[src/rtl/lfsr_bist_ctrl_pkg.sv]
// Shared definitions for the LFSR BIST sequencer: state encoding, LFSR geometry,
// default seed and the x^4 + x^3 + 1 step function used by both the LFSR and the MISR.
package lfsr_bist_ctrl_pkg;

    localparam int unsigned LFSR_W = 4;
    localparam int unsigned TAP_HI = 3;
    localparam int unsigned TAP_LO = 2;
    localparam logic [LFSR_W-1:0] DEFAULT_SEED = 4'b0001;

    typedef enum logic [2:0] {
        ST_IDLE  = 3'd0,
        ST_RUN   = 3'd1,
        ST_DRAIN = 3'd2,
        ST_CHECK = 3'd3,
        ST_DONE  = 3'd4
    } bist_state_e;

    function automatic logic [LFSR_W-1:0] lfsr_step(input logic [LFSR_W-1:0] s);
        return {s[LFSR_W-2:0], s[TAP_HI] ^ s[TAP_LO]};
    endfunction

endpackage

[src/rtl/lfsr_bist_ctrl_lfsr4_core.sv]
// 4-bit Fibonacci LFSR (x^4 + x^3 + 1) with synchronous load and step enable.
// Load has priority over enable so a run restart always begins from the seed.
module lfsr4_core
    import lfsr_bist_ctrl_pkg::*;
#(
    parameter logic [LFSR_W-1:0] RST_VAL = DEFAULT_SEED
) (
    input  logic              clk,
    input  logic              async_rst,
    input  logic              en_i,
    input  logic              load_i,
    input  logic [LFSR_W-1:0] seed_i,
    output logic [LFSR_W-1:0] state_o
);

    logic [LFSR_W-1:0] state_q, state_d;

    always_comb begin
        state_d = state_q;
        if (load_i) begin
            state_d = seed_i;
        end else if (en_i) begin
            state_d = lfsr_step(state_q);
        end
    end

    always_ff @(posedge clk or negedge async_rst) begin
        if (!async_rst) begin
            state_q <= RST_VAL;
        end else begin
            state_q <= state_d;
        end
    end

    assign state_o = state_q;

endmodule

[src/rtl/lfsr_bist_ctrl.sv]
// BIST sequencer: streams PAT_CNT LFSR patterns, compacts responses into a MISR and
// checks the signature. Optional response watchdog enabled by `define BIST_TIMEOUT_EN.
module lfsr_bist_ctrl
    import lfsr_bist_ctrl_pkg::*;
#(
    parameter int unsigned       PAT_CNT = 15,
    parameter logic [LFSR_W-1:0] SEED    = DEFAULT_SEED,
    parameter int unsigned       TIMEOUT = 64
) (
    input  logic              clk,
    input  logic              async_rst,
    input  logic              sync_rst,
    input  logic              start,
    input  logic [LFSR_W-1:0] exp_sig,
    output logic              pat_valid,
    input  logic              pat_ready,
    output logic [LFSR_W-1:0] pat_data,
    input  logic              resp_valid,
    input  logic [LFSR_W-1:0] resp_in,
    output logic              busy,
    output logic              done,
    output logic              pass,
    output logic              timeout
);

    localparam logic [3:0] NUM_PAT  = 4'(PAT_CNT);
    localparam logic [3:0] LAST_PAT = 4'(PAT_CNT - 1);

    if (PAT_CNT < 1 || PAT_CNT > 15 || SEED == '0 || TIMEOUT < 1) begin : g_cfg_err
        $error("lfsr_bist_ctrl: unsupported PAT_CNT/SEED/TIMEOUT");
    end

    bist_state_e       state_q, state_d;
    logic [LFSR_W-1:0] misr_q, misr_d;
    logic [3:0]        issue_cnt_q, issue_cnt_d;
    logic [3:0]        resp_cnt_q, resp_cnt_d;
    logic              pass_q, pass_d;
    logic              start_go, pat_hs, resp_acc;

`ifdef BIST_TIMEOUT_EN
    localparam int unsigned WD_W = $clog2(TIMEOUT + 1);
    localparam logic [WD_W-1:0] WD_LAST = WD_W'(TIMEOUT - 1);
    logic [WD_W-1:0] wd_q, wd_d;
    logic            timeout_q, timeout_d;
`endif

    assign start_go = start && (state_q == ST_IDLE || state_q == ST_DONE);
    assign pat_hs   = (state_q == ST_RUN) && pat_ready;
    assign resp_acc = resp_valid && (state_q == ST_RUN || state_q == ST_DRAIN)
                      && (resp_cnt_q < NUM_PAT);

    // Reload on sync reset too, so the LFSR follows the same priority as the rest.
    lfsr4_core #(
        .RST_VAL (SEED)
    ) u_pat_lfsr (
        .clk       (clk),
        .async_rst (async_rst),
        .en_i      (pat_hs),
        .load_i    (sync_rst || start_go),
        .seed_i    (SEED),
        .state_o   (pat_data)
    );

    always_comb begin
        state_d     = state_q;
        misr_d      = misr_q;
        issue_cnt_d = issue_cnt_q;
        resp_cnt_d  = resp_cnt_q;
        pass_d      = pass_q;
        pat_valid   = 1'b0;
        busy        = 1'b0;
        done        = 1'b0;
`ifdef BIST_TIMEOUT_EN
        wd_d        = wd_q;
        timeout_d   = timeout_q;
`endif

        if (resp_acc) begin
            misr_d     = lfsr_step(misr_q) ^ resp_in;
            resp_cnt_d = resp_cnt_q + 4'd1;
        end
        if (pat_hs) begin
            issue_cnt_d = issue_cnt_q + 4'd1;
        end

        unique case (state_q)
            ST_IDLE, ST_DONE: begin
                done = (state_q == ST_DONE);
                if (start_go) begin
                    state_d     = ST_RUN;
                    misr_d      = '0;
                    issue_cnt_d = '0;
                    resp_cnt_d  = '0;
                    pass_d      = 1'b0;
                end
            end
            ST_RUN: begin
                pat_valid = 1'b1;
                busy      = 1'b1;
                if (pat_hs && issue_cnt_q == LAST_PAT) begin
                    state_d = ST_DRAIN;
                end
            end
            ST_DRAIN: begin
                busy = 1'b1;
                if (resp_cnt_q == NUM_PAT) begin
                    state_d = ST_CHECK;
                end
            end
            ST_CHECK: begin
                busy    = 1'b1;
                pass_d  = (misr_q == exp_sig);
                state_d = ST_DONE;
            end
            default: state_d = ST_IDLE;
        endcase

`ifdef BIST_TIMEOUT_EN
        // A completed drain wins over a watchdog expiring in the same cycle.
        if (state_q == ST_RUN || state_q == ST_DRAIN) begin
            if (resp_acc) begin
                wd_d = '0;
            end else if (wd_q == WD_LAST && state_d != ST_CHECK) begin
                state_d   = ST_DONE;
                timeout_d = 1'b1;
                pass_d    = 1'b0;
            end else begin
                wd_d = wd_q + 1'b1;
            end
        end
        if (start_go) begin
            wd_d      = '0;
            timeout_d = 1'b0;
        end
`endif
    end

    always_ff @(posedge clk or negedge async_rst) begin
        if (!async_rst) begin
            state_q     <= ST_IDLE;
            misr_q      <= '0;
            issue_cnt_q <= '0;
            resp_cnt_q  <= '0;
            pass_q      <= 1'b0;
        end else if (sync_rst) begin
            state_q     <= ST_IDLE;
            misr_q      <= '0;
            issue_cnt_q <= '0;
            resp_cnt_q  <= '0;
            pass_q      <= 1'b0;
        end else begin
            state_q     <= state_d;
            misr_q      <= misr_d;
            issue_cnt_q <= issue_cnt_d;
            resp_cnt_q  <= resp_cnt_d;
            pass_q      <= pass_d;
        end
    end

`ifdef BIST_TIMEOUT_EN
    always_ff @(posedge clk or negedge async_rst) begin
        if (!async_rst) begin
            wd_q      <= '0;
            timeout_q <= 1'b0;
        end else if (sync_rst) begin
            wd_q      <= '0;
            timeout_q <= 1'b0;
        end else begin
            wd_q      <= wd_d;
            timeout_q <= timeout_d;
        end
    end

    assign timeout = timeout_q;
`else
    assign timeout = 1'b0;
`endif

    assign pass = pass_q;

endmodule
[config.mk]
export PLATFORM = sky130hd
export DESIGN_NAME = lfsr_bist_ctrl
export DESIGN_NICKNAME = d
export VERILOG_FILES = /design/src/rtl/lfsr_bist_ctrl_pkg.sv /design/src/rtl/lfsr_bist_ctrl_lfsr4_core.sv /design/src/rtl/lfsr_bist_ctrl.sv
export SDC_FILE = /design/constraint.sdc
export NUM_CORES = 1
export LEC_CHECK = 0
export ABC_AREA = 1
export CORE_UTILIZATION = 50
export DETAILED_ROUTE_END_ITERATION = 10
export GPL_TIMING_DRIVEN = 1
export PLACE_DENSITY = 0.83
export SYNTH_ARGS = -nofsm -noshare
export SYNTH_HDL_FRONTEND = slang
export SYNTH_SLANG_ARGS = --single-unit
export TNS_END_PERCENT = 30
[constraint.sdc]
create_clock -name clk -period 1.9 [get_ports clk]
set_clock_uncertainty 0.1 [all_clocks]
set_input_delay 0.38 -clock clk [delete_from_list [all_inputs] [get_ports clk]]
set_output_delay 0.38 -clock clk [all_outputs]
set_load 0.01 [all_outputs]
==> results.cfg, run 1 <==
[status]
result_of_the_run = complete, no violations

[sta]
finalSetupViolations = 0
timing.final.hold_violations = 0
final.hold.worst_slack_ns = 0.284
finalMaxSlewViolations = 0
timing.final.crit_period_ns = 1.82
fin_crit_share = 0.957
grt_setup_unrepaired = no
fmaxAchievable_ghz = 0.550
setup_total_negative_slack_ns = 0

[floorplanning]
floorplan.die.height_um = 52.4
die_area_um2 = 2740
starting_density_of_the_core = 0.552
die_w_um = 52.4
floorplan.io_pins = 23
placementRows = 17
core_region_area_um2 = 2300

[clock_tree]
clk_pin_slew_ns = 0.13
clk_root_buffer_cell = sky130_fd_sc_hd__clkbuf_4
tritoncts_clock_tree = built
cts_buffers = 3
worstSkewPairLatency_ns = 0.32
cts.htree.levels = 1
post_cts_hold_buffer_count = 0
cts_max_path_buffers = 2
clock_sinks = 20

[final_layout]
drive_gt1_frac = 0.129
finalNetCount = 220
flow.area_growth_from_synthesis_pct = 25.4
post_route_non_filler_standard_cell_count = 230
postLayoutCellArea_um2 = 1590
utilization = 0.692
antenna_cells = 0

[setup_path]
cp.buffers_inverters = 3
critical_path.cell_chain = inv_1, nand3_4, inv_1, dlygate4sd2_1
required_ns = 1.42
setup.worst_path.class = flop to output pin
timing.critical_path.arrival_ns = 1.34
r2r-start = state_q[1]$_DFFE_PN0P_
worst_path_largest_cell_delay_ns = 0.47
crit_slowest_cell = sky130_fd_sc_hd__dfrtp_2
worst_setup_path_end_kind = output pin
timing.critical_path.max_delay_family = buffers and inverters
crit_startpoint = state_q[1]$_DFFE_PN0P_
crit_top_cell = sky130_fd_sc_hd__inv_1
crit_path_start_kind = flop
cp_max_fo = 5

[detailed_routing]
detailroute.via_count = 1180
dr_wl_cell_um = 12.4
drc = 0
route.antenna.remaining_nets = 0
finalWirelength_mm = 2.86
drt_iter0_drc = 39
via_density_per_instance = 5.13
drt_first_pass_iters = 4

[synthesis]
yosys_register_bits = 20
synth_seq_area_share = 0.396
synth_largest_type_area_fraction = 0.375
mappedNetlistArea_um2 = 1270
synth_top_cells_by_area = sky130_fd_sc_hd__dfrtp_1 38%, sky130_fd_sc_hd__nand2_1 15%, sky130_fd_sc_hd__nor2_1 6.8%, sky130_fd_sc_hd__inv_1 6.5%, sky130_fd_sc_hd__nand3_1 5.5%
synth.net_count = 191
synth_top_cell_by_area = sky130_fd_sc_hd__dfrtp_1
count_of_mapped_cells_out_of_synthesis = 174
synth.distinct_cells = 25
synth-warning-count = 0
synth.avg_cell_area_um2 = 7.28

[place]
io_buffer_count = 21
hpwl_mm = 2.15
dpl-instance-area_um2 = 1520
finalWeightedCongestion = 0.843
numPlacedInstances = 223

[power_and_ir_drop]
p_leak_nw = 0.841
peak_supply_drop_uv = 939
power_density_nw_per_um2 = 1070

[min_path]
hold_path_class = primary input to async pin

[grt]
grt_max_degree = 21
grt_overflow_total = 0
grt_first_pass_wirelength_mm = 4.84
grt_pass1_vias = 1189
globalRouteTotalUtil = 0.244
antenna_found_initial = 0

[job]
maxCapViolCount = 0
## cells in the mapped netlist
cell	count
sky130_fd_sc_hd__nand3_1	14
sky130_fd_sc_hd__a21oi_1	2
sky130_fd_sc_hd__dfstp_2	1
sky130_fd_sc_hd__xor2_1	4
sky130_fd_sc_hd__nor2_1	23
sky130_fd_sc_hd__nand3_4	2
sky130_fd_sc_hd__buf_6	1
sky130_fd_sc_hd__inv_2	4
sky130_fd_sc_hd__nand2_4	1
sky130_fd_sc_hd__inv_1	22
sky130_fd_sc_hd__xnor2_1	3
sky130_fd_sc_hd__buf_4	2
sky130_fd_sc_hd__dfrtp_1	19
sky130_fd_sc_hd__ha_1	3
sky130_fd_sc_hd__nor3_1	1
sky130_fd_sc_hd__buf_2	1
sky130_fd_sc_hd__o211ai_1	1
sky130_fd_sc_hd__nor2_4	1
sky130_fd_sc_hd__conb_1	1
sky130_fd_sc_hd__nand2_1	51
sky130_fd_sc_hd__nor2_2	1
sky130_fd_sc_hd__nand4_1	9
sky130_fd_sc_hd__o21ai_0	3
sky130_fd_sc_hd__o211a_1	1
sky130_fd_sc_hd__nand2_2	3
## sequential cells by signal, indices dropped and copies added, names as in the netlist
signal / cells
u_pat_lfsr.state_o: 4
pass: 1
resp_cnt_q: 4
state_q: 3
misr_q: 4
issue_cnt_q: 4
## metrics by stage
step | worst slack, ns | total power (W)
after floorplan | 0.542 | 0.00116
after global placement | 0.175 | 0.00137
after detailed placement | 0.136 | 0.00142
after CTS | 0.0151 | 0.00170
after global routing | 0.0162 | 0.00184
final | 0.0823 | 0.00171
## cell families after synthesis
family	after synthesis	synth area share
AO/OA/AOI/OAI	7	0.0336
XOR/XNOR	7	0.0484
adder cells (fa/ha/maj)	3	0.0296
buffers and inverters	30	0.102
flip-flops	20	0.396
other	1	0.00296
AND/OR/NAND/NOR	106	0.388
## power by group
group          leakage [nW]  switching (W)  internal (W)  total (W)
sequential            0.268       0.000107      0.000512   0.000619
clock                0.0210       0.000142      0.000117   0.000260
combinational         0.552       0.000486      0.000343   0.000829
total                 0.841       0.000735      0.000973    0.00171
## cell usage in the layout (no fill, tap or decap)
master and instances:
sky130_fd_sc_hd__nand2_1 51, sky130_fd_sc_hd__nor2_1 23, sky130_fd_sc_hd__inv_1 22, sky130_fd_sc_hd__clkdlybuf4s50_1 17, sky130_fd_sc_hd__dfrtp_1 17, sky130_fd_sc_hd__nand3_1 14, sky130_fd_sc_hd__nand4_1 9, sky130_fd_sc_hd__buf_4 6
sky130_fd_sc_hd__inv_2 4, sky130_fd_sc_hd__xor2_1 4, sky130_fd_sc_hd__nand2_2 3, sky130_fd_sc_hd__o21ai_0 3, sky130_fd_sc_hd__xnor2_1 3, sky130_fd_sc_hd__ha_1 3, sky130_fd_sc_hd__clkbuf_4 3, sky130_fd_sc_hd__dlygate4sd2_1 3
sky130_fd_sc_hd__nand3_4 2, sky130_fd_sc_hd__nor2_4 2, sky130_fd_sc_hd__a21oi_1 2, sky130_fd_sc_hd__dfrtp_2 2, sky130_fd_sc_hd__nor3_1 1, sky130_fd_sc_hd__nand2_4 1, sky130_fd_sc_hd__o211a_1 1, sky130_fd_sc_hd__o211ai_1 1
sky130_fd_sc_hd__conb_1 1, sky130_fd_sc_hd__clkbuf_8 1, sky130_fd_sc_hd__dlymetal6s2s_1 1, sky130_fd_sc_hd__buf_12 1, sky130_fd_sc_hd__dfstp_2 1
## timing repair
action,in CTS,in global routing
gates resized for setup,6,1
hold endpoints to repair,0,0
endpoints found under the setup margin,3,1
cloned,0,0
buffers inserted,3,0
## worst paths after layout
kind                                                endpoint  slack [ns]  depth (start not counted)
max reg2reg                         issue_cnt_q[2]$_DFF_PN0_        0.40                          8
max                                                pat_valid        0.08                          4
min reg2reg                u_pat_lfsr.state_o[1]$_DFFE_PN0P_        0.41                          2
min in group clk           u_pat_lfsr.state_o[1]$_DFFE_PN0P_        0.41                          2
max in group asynchronous  u_pat_lfsr.state_o[0]$_DFFE_PN1P_        1.14                          2
min                                 issue_cnt_q[1]$_DFF_PN0_        0.28                          2
## worst reg2reg max path, delay by kind of cell (launching register included)
family        cells  cell delay (ns)
buf+inv           2             0.28
flops             1             0.47
simple gates      6             0.60
## routing by layer
layer,GRT usage,share of wire,vias to the layer above
met5,0,0,-
met1,0.271,0.43,560
li1,-,-,595
met3,0.0812,0.039,4
met2,0.432,0.52,21
met4,0.0789,0.0087,0
## area by class of cell
type | count | area, um^2
Multi-Input combinational cell | 124 | 642
Sequential cell | 20 | 504
Clock buffer | 4 | 36.3
Inverter | 26 | 97.6
Timing Repair Buffer | 28 | 274
Tap cell | 28 | 35.0
Fill cell | 181 | 708
No activity file was read; power rests on OpenSTA's default activity.
==> inputs of run 2 (changes only) <==
Settings changed: CORE_UTILIZATION 50 to 51, PLACE_DENSITY 0.83 to 0.84.
==> run 2 against run 1 <==
  * Core utilization fell by 0.56 points
  * Critical path depth did not move
  * Combinational power fell by 5.1%
  * Hold slack improved by 0.030 ns
  * Clock power fell by 4%
  * Final area fell by 1.7%
  * Clock-buffer cell count did not move
  * Register-to-register slack barely moved
  * Sequential share of layout area rose by 0.56 points
  * Largest cell class unchanged
==> results.cfg, run 2 (synthesis results as in run 1) <==
[status]
result_of_the_run = complete, no violations

[sta]
timing.final.hold_violations = 0
setup_total_negative_slack_ns = 0
finalSetupViolations = 0
finalMaxSlewViolations = 0
fin_crit_share = 0.955
timing.final.crit_period_ns = 1.82
fmaxAchievable_ghz = 0.551

[final_layout]
final_cell_mix = 51 x sky130_fd_sc_hd__nand2_1, 23 x sky130_fd_sc_hd__nor2_1, 21 x sky130_fd_sc_hd__inv_1, 17 x sky130_fd_sc_hd__clkdlybuf4s50_1, 17 x sky130_fd_sc_hd__dfrtp_1
flow.area_growth_from_synthesis_pct = 23.2
n_fill_cell = 198
antenna_cells = 0
finalNetCount = 218
layout_commonest_cell = sky130_fd_sc_hd__nand2_1
drive_gt1_frac = 0.125

[detailed_routing]
detailroute.via_count = 1143
drc = 0
via_density_per_instance = 5.01
dr_wl_cell_um = 11.6
drt_iter0_drc = 9
finalWirelength_mm = 2.64
route.antenna.remaining_nets = 0
drt_first_pass_iters = 4

[grt]
antenna_found_initial = 0
grt_overflow_total = 0
grt_pass1_vias = 1046
globalRouteTotalUtil = 0.221
grt_max_degree = 21
grt_first_pass_wirelength_mm = 4.44

[setup_path]
crit_path_start_kind = flop
required_ns = 1.42
regToRegSetupSlack_ns = 0.40
worstRegToRegCells = 7
critical_path.cell_chain = inv_2, nand3_4, inv_1, dlygate4sd2_1
worst_setup_path_end_kind = output pin
worst_path_largest_cell_delay_ns = 0.46
cp.buffers_inverters = 3
worstReg2RegEnd = u_pat_lfsr.state_o[3]$_DFFE_PN0P_
timing.critical_path.arrival_ns = 1.34
crit_slowest_cell = sky130_fd_sc_hd__dfrtp_1
cp_max_fo = 6
timing.critical_path.max_delay_family = buffers and inverters
r2r-start = state_q[2]$_DFFE_PN0P_
setup.worst_path.class = flop to output pin

[clock_tree]
clk_root_buffer_cell = sky130_fd_sc_hd__clkbuf_4
cts.htree.levels = 1
tritoncts_clock_tree = built
clock_sinks = 20
post_cts_hold_buffer_count = 0
cts_max_path_buffers = 2
cts_buffers = 3
clk_pin_slew_ns = 0.12
worstSkewPairLatency_ns = 0.29

[floorplanning]
placementRows = 17
starting_density_of_the_core = 0.557
die_area_um2 = 2690
floorplan.io_pins = 23
floorplan.die.height_um = 51.9
core_region_area_um2 = 2280
die_w_um = 51.9

[place]
io_buffer_count = 21
hpwl_mm = 1.99
finalWeightedCongestion = 0.868

[power_and_ir_drop]
report.power.total_w = 0.00166
p_leak_nw = 0.826
power_density_nw_per_um2 = 1060
peak_supply_drop_uv = 595

[min_path]
hold_path_class = primary input to async pin

[job]
maxCapViolCount = 0
==> run 2: changes by cell type in the layout (fill, tap and decap cells not counted), sizes merged <==
cell / previous run / this run
buf: 7 / 5
==> run 2: repair_timing <==
item	in CTS	in global routing
endpoints found under the hold margin	0	0
gates resized for setup	6	2
setup endpoints to repair	3	2
setup buffers	0	2
cloned	0	0
==> run 2: power by group <==
part / switching, W / total (W) / internal, W
Combinational: 0.000464 / 0.000787 / 0.000323
Sequential: 0.000113 / 0.000625 / 0.000512
Clock: 0.000133 / 0.000249 / 0.000117
==> run 2: metal layers <==
layer,part of all wire,global-route usage
met1,0.46,0.293
met2,0.51,0.393
met3,0.030,0.0351
met4,0,0.0135
met5,0,0
==> run 2: cell type report <==
cell class              count  area, um^2  share of cell area
multi-input cells         124         642               0.411
flip-flops and latches     20         504               0.323
repair buffers             26         246               0.158
inverters                  26        97.6              0.0625
clock buffers               4        36.3              0.0232
well taps                  28        35.0              0.0224
==> run 2: how the worst max path moves through the flow <==
stage / startpoint / end / cells past startpoint
finish: state_q[2]$_DFFE_PN0P_ / pat_valid / 4
global route: state_q[2]$_DFFE_PN0P_ / pat_valid / 4
CTS: u_pat_lfsr.state_o[0]$_DFFE_PN1P_ / pat_data[0] / 1
global placement: state_q[1]$_DFFE_PN0P_ / pat_valid / 4
floorplan: resp_cnt_q[0]$_DFF_PN0_ / misr_q[0]$_DFF_PN0_ / 6
detailed placement: state_q[1]$_DFFE_PN0P_ / pat_valid / 4
==> run 2: worst register-to-register path, delay by kind of cell (launching register included) <==
| family | cells | cell delay [ns] |
|---|---|---|
| AOI/OAI and AO/OA | 1 | 0.08 |
| DFF | 1 | 0.46 |
| buffers and inverters | 2 | 0.31 |
| and+or+nand+nor | 4 | 0.43 |
==> run 2: per-stage QoR <==
step	area, um^2	hold slack, ns	util	instances	setup slack, ns
2_1_floorplan	1270	-0.0156	-	174	0.542
3_3_place_gp	1500	0.393	0.661	222	0.175
3_5_place_dp	1500	0.410	0.661	222	0.127
4_1_cts	1540	0.321	0.678	226	0.0275
5_1_grt	1560	0.334	0.686	228	-0.00628
6_report	1560	0.314	0.686	228	0.0849
==> inputs of run 3 (changes only) <==
Settings changed: GPL_ROUTABILITY_DRIVEN from default to 0.
==> results of run 3 <==
Same layout as run 2: the final DEF is identical, and so are final timing and power.
